### src/rtl/hazard_scoreboard_ctrl_if.sv
// Decode/writeback request and stall/status bundle for the register hazard scoreboard.
// The pipeline side drives the master modport and the scoreboard controller sits on the slave modport.
interface hazard_scoreboard_ctrl_if;
  logic        id_valid;
  logic [4:0]  id_rs;
  logic [4:0]  id_rt;
  logic        id_uses_rt;
  logic        id_reg_write;
  logic [4:0]  id_rd;
  logic        wb_reg_write;
  logic [4:0]  wb_rd;
  logic        stall_if;
  logic        stall_id;
  logic        stall_ex;
  logic        issue;
  logic [31:0] busy_mask;
  logic [1:0]  state;
  logic [7:0]  stall_cnt;
  logic        deadlock;
  logic        err_underflow;

  modport master (
    output id_valid, id_rs, id_rt, id_uses_rt, id_reg_write, id_rd, wb_reg_write, wb_rd,
    input  stall_if, stall_id, stall_ex, issue, busy_mask, state, stall_cnt, deadlock, err_underflow
  );

  modport slave (
    input  id_valid, id_rs, id_rt, id_uses_rt, id_reg_write, id_rd, wb_reg_write, wb_rd,
    output stall_if, stall_id, stall_ex, issue, busy_mask, state, stall_cnt, deadlock, err_underflow
  );
endinterface

### src/rtl/hazard_scoreboard_ctrl.sv
// Register scoreboard: per-register pending-write counters with same-cycle writeback bypass.
// Handshake: the decode instruction is offered while id_valid=1 and advances (issue=1) in any cycle hazard=0.
module hazard_scoreboard_ctrl (
  input  logic                          clk,
  input  logic                          reset,
  hazard_scoreboard_ctrl_if.slave       bus
);

  typedef enum logic [1:0] {
    IDLE  = 2'b00,
    RUN   = 2'b01,
    STALL = 2'b10
  } state_t;

  state_t      state_q, state_d;
  logic [1:0]  pc_q [32];
  logic [1:0]  pc_d [32];
  logic [31:0] busy_q, busy_d;
  logic [7:0]  stall_cnt_q;
  logic        deadlock_q, err_underflow_q;

  logic        release_hit, underflow_hit, inc_hit, hazard;
  logic [1:0]  eff_rs, eff_rt, eff_rd;

  // A release only counts against a register that has something pending;
  // the effective counts let a consumer issue in its producer's writeback cycle.
  always_comb begin
    release_hit   = bus.wb_reg_write && (bus.wb_rd != 5'd0) && (pc_q[bus.wb_rd] != 2'd0);
    underflow_hit = bus.wb_reg_write && (bus.wb_rd != 5'd0) && (pc_q[bus.wb_rd] == 2'd0);
    eff_rs = pc_q[bus.id_rs] - ((release_hit && (bus.wb_rd == bus.id_rs)) ? 2'd1 : 2'd0);
    eff_rt = pc_q[bus.id_rt] - ((release_hit && (bus.wb_rd == bus.id_rt)) ? 2'd1 : 2'd0);
    eff_rd = pc_q[bus.id_rd] - ((release_hit && (bus.wb_rd == bus.id_rd)) ? 2'd1 : 2'd0);
    hazard = bus.id_valid &&
             ((eff_rs != 2'd0) ||
              (bus.id_uses_rt && (eff_rt != 2'd0)) ||
              (bus.id_reg_write && (bus.id_rd != 5'd0) && (eff_rd == 2'd3)));
    inc_hit = bus.id_valid && !hazard && bus.id_reg_write && (bus.id_rd != 5'd0);
  end

  always_comb begin
    for (int i = 0; i < 32; i++) begin
      pc_d[i] = pc_q[i];
      if (i != 0) begin
        case ({inc_hit && (bus.id_rd == 5'(i)), release_hit && (bus.wb_rd == 5'(i))})
          2'b10:   pc_d[i] = pc_q[i] + 2'd1;
          2'b01:   pc_d[i] = pc_q[i] - 2'd1;
          default: pc_d[i] = pc_q[i];
        endcase
      end else begin
        pc_d[i] = 2'd0;
      end
      busy_d[i] = (pc_d[i] != 2'd0);
    end
  end

  always_comb begin
    state_d = IDLE;
    if (!bus.id_valid) state_d = IDLE;
    else if (hazard)   state_d = STALL;
    else               state_d = RUN;
  end

  always_ff @(posedge clk) begin
    if (reset) begin
      for (int i = 0; i < 32; i++) pc_q[i] <= 2'd0;
      busy_q          <= 32'd0;
      state_q         <= IDLE;
      stall_cnt_q     <= 8'd0;
      deadlock_q      <= 1'b0;
      err_underflow_q <= 1'b0;
    end else begin
      for (int i = 0; i < 32; i++) pc_q[i] <= pc_d[i];
      busy_q  <= busy_d;
      state_q <= state_d;
      if (hazard) begin
        if (stall_cnt_q != 8'd255) stall_cnt_q <= stall_cnt_q + 8'd1;
      end else begin
        stall_cnt_q <= 8'd0;
      end
      if (hazard && (stall_cnt_q == 8'd255)) deadlock_q <= 1'b1;
      if (underflow_hit) err_underflow_q <= 1'b1;
    end
  end

  assign bus.stall_if      = hazard;
  assign bus.stall_id      = hazard;
  assign bus.stall_ex      = hazard;
  assign bus.issue         = bus.id_valid && !hazard;
  assign bus.busy_mask     = busy_q;
  assign bus.state         = state_q;
  assign bus.stall_cnt     = stall_cnt_q;
  assign bus.deadlock      = deadlock_q;
  assign bus.err_underflow = err_underflow_q;

endmodule

### src/flat_wrapper.sv
// flat-port wrapper written by rule: the top's interface ports become plain ports
module hazard_scoreboard_ctrl_flat 
  (clk, reset, bus_id_valid, bus_id_rs, bus_id_rt, bus_id_uses_rt, bus_id_reg_write, bus_id_rd, bus_wb_reg_write, bus_wb_rd, bus_stall_if, bus_stall_id, bus_stall_ex, bus_issue, bus_busy_mask, bus_state, bus_stall_cnt, bus_deadlock, bus_err_underflow);
  hazard_scoreboard_ctrl_if bus_i ();
  input  logic clk;
  input  logic reset;
  input wire logic [$bits(bus_i.id_valid)-1:0] bus_id_valid;
  input wire logic [$bits(bus_i.id_rs)-1:0] bus_id_rs;
  input wire logic [$bits(bus_i.id_rt)-1:0] bus_id_rt;
  input wire logic [$bits(bus_i.id_uses_rt)-1:0] bus_id_uses_rt;
  input wire logic [$bits(bus_i.id_reg_write)-1:0] bus_id_reg_write;
  input wire logic [$bits(bus_i.id_rd)-1:0] bus_id_rd;
  input wire logic [$bits(bus_i.wb_reg_write)-1:0] bus_wb_reg_write;
  input wire logic [$bits(bus_i.wb_rd)-1:0] bus_wb_rd;
  output wire logic [$bits(bus_i.stall_if)-1:0] bus_stall_if;
  output wire logic [$bits(bus_i.stall_id)-1:0] bus_stall_id;
  output wire logic [$bits(bus_i.stall_ex)-1:0] bus_stall_ex;
  output wire logic [$bits(bus_i.issue)-1:0] bus_issue;
  output wire logic [$bits(bus_i.busy_mask)-1:0] bus_busy_mask;
  output wire logic [$bits(bus_i.state)-1:0] bus_state;
  output wire logic [$bits(bus_i.stall_cnt)-1:0] bus_stall_cnt;
  output wire logic [$bits(bus_i.deadlock)-1:0] bus_deadlock;
  output wire logic [$bits(bus_i.err_underflow)-1:0] bus_err_underflow;
  assign bus_i.id_valid = bus_id_valid;
  assign bus_i.id_rs = bus_id_rs;
  assign bus_i.id_rt = bus_id_rt;
  assign bus_i.id_uses_rt = bus_id_uses_rt;
  assign bus_i.id_reg_write = bus_id_reg_write;
  assign bus_i.id_rd = bus_id_rd;
  assign bus_i.wb_reg_write = bus_wb_reg_write;
  assign bus_i.wb_rd = bus_wb_rd;
  assign bus_stall_if = bus_i.stall_if;
  assign bus_stall_id = bus_i.stall_id;
  assign bus_stall_ex = bus_i.stall_ex;
  assign bus_issue = bus_i.issue;
  assign bus_busy_mask = bus_i.busy_mask;
  assign bus_state = bus_i.state;
  assign bus_stall_cnt = bus_i.stall_cnt;
  assign bus_deadlock = bus_i.deadlock;
  assign bus_err_underflow = bus_i.err_underflow;
  hazard_scoreboard_ctrl u_core (.clk(clk), .reset(reset), .bus(bus_i));
endmodule
### config.mk
export PLATFORM = sky130hd
export DESIGN_NAME = hazard_scoreboard_ctrl_flat
export DESIGN_NICKNAME = d
export VERILOG_FILES = /design/src/rtl/hazard_scoreboard_ctrl_if.sv /design/src/rtl/hazard_scoreboard_ctrl.sv /design/src/flat_wrapper.sv
export SDC_FILE = /design/constraint.sdc
export NUM_CORES = 1
export LEC_CHECK = 0
export BUFFER_PORTS_ARGS = -buffer_cell sky130_fd_sc_hd__buf_4
export CORE_MARGIN = 8
export CORE_UTILIZATION = 50
export CTS_CLUSTER_DIAMETER = 100
export CTS_CLUSTER_SIZE = 14
export DETAILED_ROUTE_END_ITERATION = 8
export PLACE_DENSITY = 0.67
export SLEW_MARGIN = 25
export SYNTH_ARGS = -nofsm -noshare
export SYNTH_HDL_FRONTEND = slang
export SYNTH_SLANG_ARGS = --single-unit
### constraint.sdc
create_clock -name clk -period 12.5 [get_ports clk]
set_input_delay 2.5 -clock clk [delete_from_list [all_inputs] [get_ports clk]]
set_output_delay 2.5 -clock clk [all_outputs]
set_load 0.1 [all_outputs]
; ---- Word-level counts from Yosys, hierarchy flattened
; Memory sizes are Yosys's and may differ from the RTL's.
; Index checks and enable logic that the tools add are counted.
[classes]
add_sub_neg = 66
mux = 70
n_mul = 0
magnitude_cmp = 0
div_mod_pow = 0
reduce_logical = 118
n_eq_ne = 130
shift = 0
bitwise_logic = 34
[ops]
columns = operator, count
row1 = "equality test 5 bit, second input constant", 32
row2 = case mux 2 bit (2 select lines), 31
row3 = "equality test 5 x 4 -> 1 bit, second input constant", 16
row4 = logical AND 1 bit, 76
row5 = nonzero test 2 bit, 34
row6 = 2-to-1 mux 2 bit, 33
row7 = "equality test 2 bit, second input constant", 32
row8 = "adder 2 x 1 -> 2 bit, second input constant", 31
row9 = "equality test 2 x 1 -> 1 bit, second input constant", 31
row10 = "subtractor 2 x 1 -> 2 bit, second input constant", 31
row11 = "equality test 5 x 3 -> 1 bit, second input constant", 8
row12 = bitwise OR 1 bit, 32
row13 = "equality test 5 x 2 -> 1 bit, second input constant", 4
row14 = equality test 5 bit, 3
row15 = "equality test 5 x 1 -> 1 bit, second input constant", 2
row16 = nonzero test 5 bit, 2
row17 = "adder 8 x 1 -> 8 bit, second input constant", 1
row18 = "equality test 8 bit, second input constant", 1
row19 = "!= test 8 bit, second input constant", 1
row20 = 2-to-1 mux 1 bit, 6
row21 = subtractor 2 bit, 3
row22 = OR reduction 2 bit, 2
row23 = zero test 2 bit, 1
row24 = logical OR 1 bit, 2
row25 = other kinds (2), 3
[totals]
mem_bits_ro = 0
in_bits = 26
ram_bits = 64
output_inout_bits = 48
elab_cells = 425
latch_bits = 0
reg_bits = 44
n_memories = 1
[mem_list]
columns = memory, words, width, rd, rd_ports_with_merged_regs, write_ports, line_no
row1 = u_core.pc_q, 32, 2, 35, 0, 32, hazard_scoreboard_ctrl.sv:16  ; logic [1:0] pc_q [32];

; ---- Logic depth before layout (Yosys ltp)
[depth]
ltp_word = 19
depth_mapped = 19
ltp_nobuf = 16

; ---- Worst setup path before layout
; Ideal clock, no wire load.
[synth_path]
path_kind = input to output
from = in bus_id_rd[0]
to = out bus_stall_id
path_stages = 12
slack_ns = 3.646
path_buffers = 4
t_required_ns = 10.000
t_arrival_ns = 6.354
cell_sequence = buf_6 -> buf_4 -> buf_1 -> mux4_2 -> mux4_2 -> mux2i_1 -> ha_1 -> xor2_1 -> o221ai_2 -> o41ai_4 -> inv_1 -> buf_4
[synth_between]
elab_chain_len = 8
word_cells_on_any_way = 11
cone_classes = add/sub: 1 / eq/ne: 2 / mux: 1 / reduce/logical: 6 / memory: 1
[synth_rtl]
columns = element, line_no
row1 = start: declaration, flat_wrapper.sv:12  ; input wire logic [$bits(bus_i.id_rd)-1:0] bus_id_rd;
row2 = "parallel branches: the longest is 5 deep, another holds memory read (32 x 2 bit)", --
row3 = logical AND 1 bit *, hazard_scoreboard_ctrl.sv:36  ; (bus.id_reg_write && (bus.id_rd != 5'd0) && (eff_rd == 2'd3)));
row4 = logical OR 1 bit *, hazard_scoreboard_ctrl.sv:35  ; (bus.id_uses_rt && (eff_rt != 2'd0)) ||
row5 = logical AND 1 bit *, hazard_scoreboard_ctrl.sv:33  ; hazard = bus.id_valid &&
row6 = end: declaration, flat_wrapper.sv:16  ; output wire logic [$bits(bus_i.stall_id)-1:0] bus_stall_id;
; Mark *: on every way between the ends.

; ---- Final worst setup path
[layout_path]
from = in bus_wb_rd[3]
to = out bus_issue
[layout_between]
elab_chain_len = 13
word_cells_on_any_way = 27
cone_classes = add/sub: 3 / eq/ne: 4 / mux: 3 / reduce/logical: 16 / memory: 1
[layout_rtl]
columns = element, line_no
row1 = start: declaration, flat_wrapper.sv:14  ; input wire logic [$bits(bus_i.wb_rd)-1:0] bus_wb_rd;
row2 = memory read (32 x 2 bit) or nonzero test 5 bit (tied branches), --
row3 = nonzero test 2 bit or logical AND 1 bit (tied branches), hazard_scoreboard_ctrl.sv:28  ; release_hit = bus.wb_reg_write && (bus.wb_rd != 5'd0) && (pc_q[bus.wb_rd] != 2'd0);
row4 = logical AND 1 bit, hazard_scoreboard_ctrl.sv:28
row5 = logical AND 1 bit, hazard_scoreboard_ctrl.sv:31  ; eff_rt = pc_q[bus.id_rt] - ((release_hit && (bus.wb_rd == bus.id_rt)) ? 2'd1 : 2'd0);
row6 = 2-to-1 mux 1 bit, hazard_scoreboard_ctrl.sv:31
row7 = subtractor 2 bit, hazard_scoreboard_ctrl.sv:31
row8 = nonzero test 2 bit, hazard_scoreboard_ctrl.sv:35
row9 = logical AND 1 bit, hazard_scoreboard_ctrl.sv:35
row10 = logical OR 1 bit, hazard_scoreboard_ctrl.sv:34  ; ((eff_rs != 2'd0) ||
row11 = logical OR 1 bit *, hazard_scoreboard_ctrl.sv:35
row12 = logical AND 1 bit *, hazard_scoreboard_ctrl.sv:33
row13 = zero test 1 bit *, hazard_scoreboard_ctrl.sv:88  ; assign bus.issue = bus.id_valid && !hazard;
row14 = logical AND 1 bit *, hazard_scoreboard_ctrl.sv:88
row15 = end: declaration, flat_wrapper.sv:18  ; output wire logic [$bits(bus_i.issue)-1:0] bus_issue;
; Every way passes the cells marked *; elsewhere a longest branch is shown, timed or not.

==> reports/summary.md <==
### Run status
• **run status** completed

### Pwr
• **cell internal power dissipation** 0.533 mW
• **switching power** 0.222 mW
• **Leakage** 2.91 nW
• **Logic pwr share** 15.5%
• **Worst VDD drop** 0.0983 mV
• **sequential power share** 45.2%
• **fraction of power spent switching nets** 29.4%
• **power density over the cells** 96.5 nW/um^2
• **clock network fraction of total power** 39.3%

### GRT
• **antenna violations before repair** 0
• **grt total ovfl** 0
• **global router's overall resource usage** 24.6%
• **via count of the first global-routing pass** 6023
• **pin count of the biggest net entering global routing** 107
• **wire length of the first global-routing pass** 34.1 mm

### Routing
• **routed metal-1 wire length** 9.46 mm
• **Routed Antenna Nets** 0
• **DRC violation count after routing** 0
• **met3 wire len** 1.79 mm
• **routed via count** 5983
• **met2 routed WL** 9.88 mm
• **mean number of vias per cell** 6.06
• **drt first pass iters** 6
• **Iteration-0 DRC Markers** 630
• **Final Routed Wirelength** 21.8 mm
• **routed wire length per instance** 22.1 microns
• **Top Layer Used** met4

### Synthesis
• **post-synth design cell area** 7040 sq um
• **mean post-synth cell area** 9.10 sq um
• **Post-synth ARST share** 0%
• **Post-synth EDFFs** 0
• **Seq cells post-synth** 105
• **post-synthesis cell type count** 59
• **synthesized net count** 833
• **most common flop cell mapped by yosys** sky130_fd_sc_hd__dfxtp_1
• **Synthesis Warnings** 0
• **number of instances in the synthesized netlist** 774
• **register area share after synthesis** 29.8%

### Setup path
• **family with the most delay on the worst path** simple AND/OR/NAND/NOR gates
• **cell breakdown of the critical path** buf_4 > nand2b_1 > a2111oi_0 > nor3_1 > nand4_1 > nand3_1 > nor4_1 > ha_1 > xor2_1 > o221ai_2 > a2111oi_4 > buf_4 > buf_4
• **cell with the biggest individual delay on the critical path** sky130_fd_sc_hd__a2111oi_0
• **Critical Path End Type** output pin
• **critical path data arrival time** 6000 ps
• **cell repeated most along the worst path** sky130_fd_sc_hd__buf_4
• **type of the setup path with the least slack** input pin to output pin
• **worst path bufs/invs** 3
• **maximum fanout along the worst path** 32
• **Crit path largest cell delay** 470 ps
• **Setup crit start kind** input pin
• **setup slack of the most critical reg-to-reg path** 8270 ps
• **data required time at the worst endpoint** 10000 ps

### Clocking
• **Resized cells post-CTS** 0
• **total setup buffers inserted after CTS** 0
• **Longest Clk Path Bufs** 2
• **root cell of the clock tree** sky130_fd_sc_hd__clkbuf_16
• **clock insertion delay at the later pin of the skew report** 360 ps
• **total clock sinks** 105
• **total clock buffers created by CTS** 9
• **H-tree levels** 3
• **clock transition at the registers of the reported paths** 70 ps
• **quantity of hold-fixing buffers added after cts** 0
• **TritonCTS clock tree** built

### STA
• **maximum achievable frequency** 118 MHz
• **TNS Setup** 0 ps
• **final count of pins violating max slew** 0
• **final setup skew** 6.50 ps
• **final number of setup-violating endpoints** 0
• **part of the cycle the worst path needs** 68.0%
• **crit path time final** 8500 ps
• **relative slew slack** 42.4%
• **setup repair after global routing missed its margin** no
• **setup slack of the critical path after layout** 4000 ps
• **Hold Violations, Final** 0
• **measured slew at the worst slew-check pin** 862 ps

### Floorplan
• **Cell Rows** 43
• **floorplan die width** 135 microns
• **Die Y** 135 microns
• **ports placed on the boundary** 74
• **DIE AREA** 18100 sq um
• **area of the placeable core** 13800 sq um
• **Initial Utilization** 50.9%

### Placed design
• **number of buffer cells added on primary ports** 72
• **placer congestion estimate** 0.934
• **hpwl dp** 16.4 mm
• **DP Worst Slack** 4050 ps

### Cells and area
• **number of diodes added for antenna fixing** 0
• **Area Growth Syn to Fin** 11.1%
• **fraction of layout instances using a drive strength above 1** 16.1%
• **Filler Cells Inserted** 1286
• **nets@finish** 862

### Run
• **count of max-cap constraint violations** 0

### Hold path
• **Hold WC Path Type** register to register

==> layer usage <==
layer	vias to the layer above	track usage, %
li1	2792	-
met3	37	7.06
met5	-	0
met1	2938	31.5
met4	0	9.11
met2	216	38.5
==> layout by cell type (no fill, tap or decap), drive strengths merged, types with 2 or more instances in the layout <==
master   instances
a21oi           39
nor3b            4
clkbuf          10
ha              33
o21ai            8
mux2             7
nand2b           6
o211ai           3
o41ai            4
nor3            26
dfxtp          105
a311oi           2
buf             73
nand4            7
o21bai           2
a211oi           9
nand2           23
nand3           47
nor4bb           2
and3             7
nor2           151
nor2b           12
a31oi            4
nor4             8
mux2i           25
a2111oi          4
xnor2           72
xor2            41
a22oi            3
nand3b           4
inv             14
mux4            37
==> per-stage QoR <==
stage / hold WS [ps] / std cells / util [%] / total power, mW / cell area, sq um
after floorplan: 548 / 774 / - / 0.439 / 7040
after global placement: 443 / 972 / 54.3 / 0.464 / 7510
after detailed placement: 478 / 972 / 54.3 / 0.465 / 7510
after CTS: 498 / 988 / 56.6 / 0.762 / 7830
after global routing: 512 / 988 / 56.6 / 0.783 / 7830
final: 489 / 988 / 56.6 / 0.755 / 7830
==> flip-flops by register name, indices dropped and copies added (netlist names) <==
register and flops:
u_core.bus.err_underflow 1, u_core.bus.stall_cnt 8, u_core.bus.busy_mask 31, u_core.pc_q 62, u_core.bus.state 2, u_core.bus.deadlock 1
==> power by group through the flow <==
| stage | Sequential (mW) | Clock (mW) | Combinational, mW |
|---|---|---|---|
| 4_1_cts | 0.341 | 0.304 | 0.116 |
| 3_5_place_dp | 0.349 | 0 | 0.116 |
| 2_1_floorplan | 0.364 | 0 | 0.0753 |
| 5_1_grt | 0.342 | 0.316 | 0.125 |
| 6_report | 0.342 | 0.297 | 0.117 |
| 3_3_place_gp | 0.349 | 0 | 0.115 |
==> kinds of logic after synthesis <==
kind of cell | share of synthesized area [%]
AO/OA/AOI/OAI | 8.35
XOR/XNOR | 14.0
adder cells (fa/ha/maj) | 5.86
buffers and inverters | 4.87
flip-flops | 29.8
multiplexers | 17.0
other | 0.0532
AND/OR/NAND/NOR | 19.9
==> final timing paths <==
kind,to,cells past startpoint,startpoint
max,bus_issue,13,bus_wb_rd[3]
min,u_core.bus.deadlock,2,u_core.bus.deadlock
max reg2reg,u_core.bus.busy_mask[22],17,u_core.pc_q[28][0]
min reg2reg,u_core.bus.deadlock,2,u_core.bus.deadlock
==> cells in the mapped netlist (5+ instances only) <==
library cell	instances	area (sq um)
sky130_fd_sc_hd__inv_1	10	37.5
sky130_fd_sc_hd__nor2_1	150	563
sky130_fd_sc_hd__mux4_1	10	263
sky130_fd_sc_hd__mux2i_1	25	250
sky130_fd_sc_hd__buf_1	11	41.3
sky130_fd_sc_hd__and3_1	7	43.8
sky130_fd_sc_hd__a21oi_1	39	195
sky130_fd_sc_hd__o21ai_0	7	35.0
sky130_fd_sc_hd__ha_1	33	413
sky130_fd_sc_hd__nand2_1	23	86.3
sky130_fd_sc_hd__nand4_1	7	43.8
sky130_fd_sc_hd__mux4_2	27	608
sky130_fd_sc_hd__a211oi_1	9	67.6
sky130_fd_sc_hd__xor2_1	41	359
sky130_fd_sc_hd__clkbuf_1	17	63.8
sky130_fd_sc_hd__nor4_1	8	50.1
sky130_fd_sc_hd__nand2b_1	6	37.5
sky130_fd_sc_hd__buf_4	5	37.5
sky130_fd_sc_hd__nor2b_1	12	75.1
sky130_fd_sc_hd__nor3_1	25	125
sky130_fd_sc_hd__nand3_1	47	235
sky130_fd_sc_hd__buf_2	14	70.1
sky130_fd_sc_hd__buf_6	6	67.6
sky130_fd_sc_hd__xnor2_1	72	631
sky130_fd_sc_hd__mux2_2	5	56.3
sky130_fd_sc_hd__dfxtp_1	105	2100
==> final cells by class <==
type | count | area (sq um) | area share [%]
clock buffers | 10 | 229 | 2.92
inverters | 10 | 37.5 | 0.479
repair buffers | 73 | 552 | 7.05
clock inverters | 6 | 83.8 | 1.07
multi-input cells | 604 | 4600 | 58.8
flip-flops and latches | 105 | 2100 | 26.8
well taps | 180 | 225 | 2.88
==> tightest hold or removal path, cell delays in order, from the launching register on <==
cell and delay, ps:
sky130_fd_sc_hd__dfxtp_1 340, sky130_fd_sc_hd__nand2b_1 70, sky130_fd_sc_hd__o41ai_1 50
No activity file was read; power rests on OpenSTA's default activity.
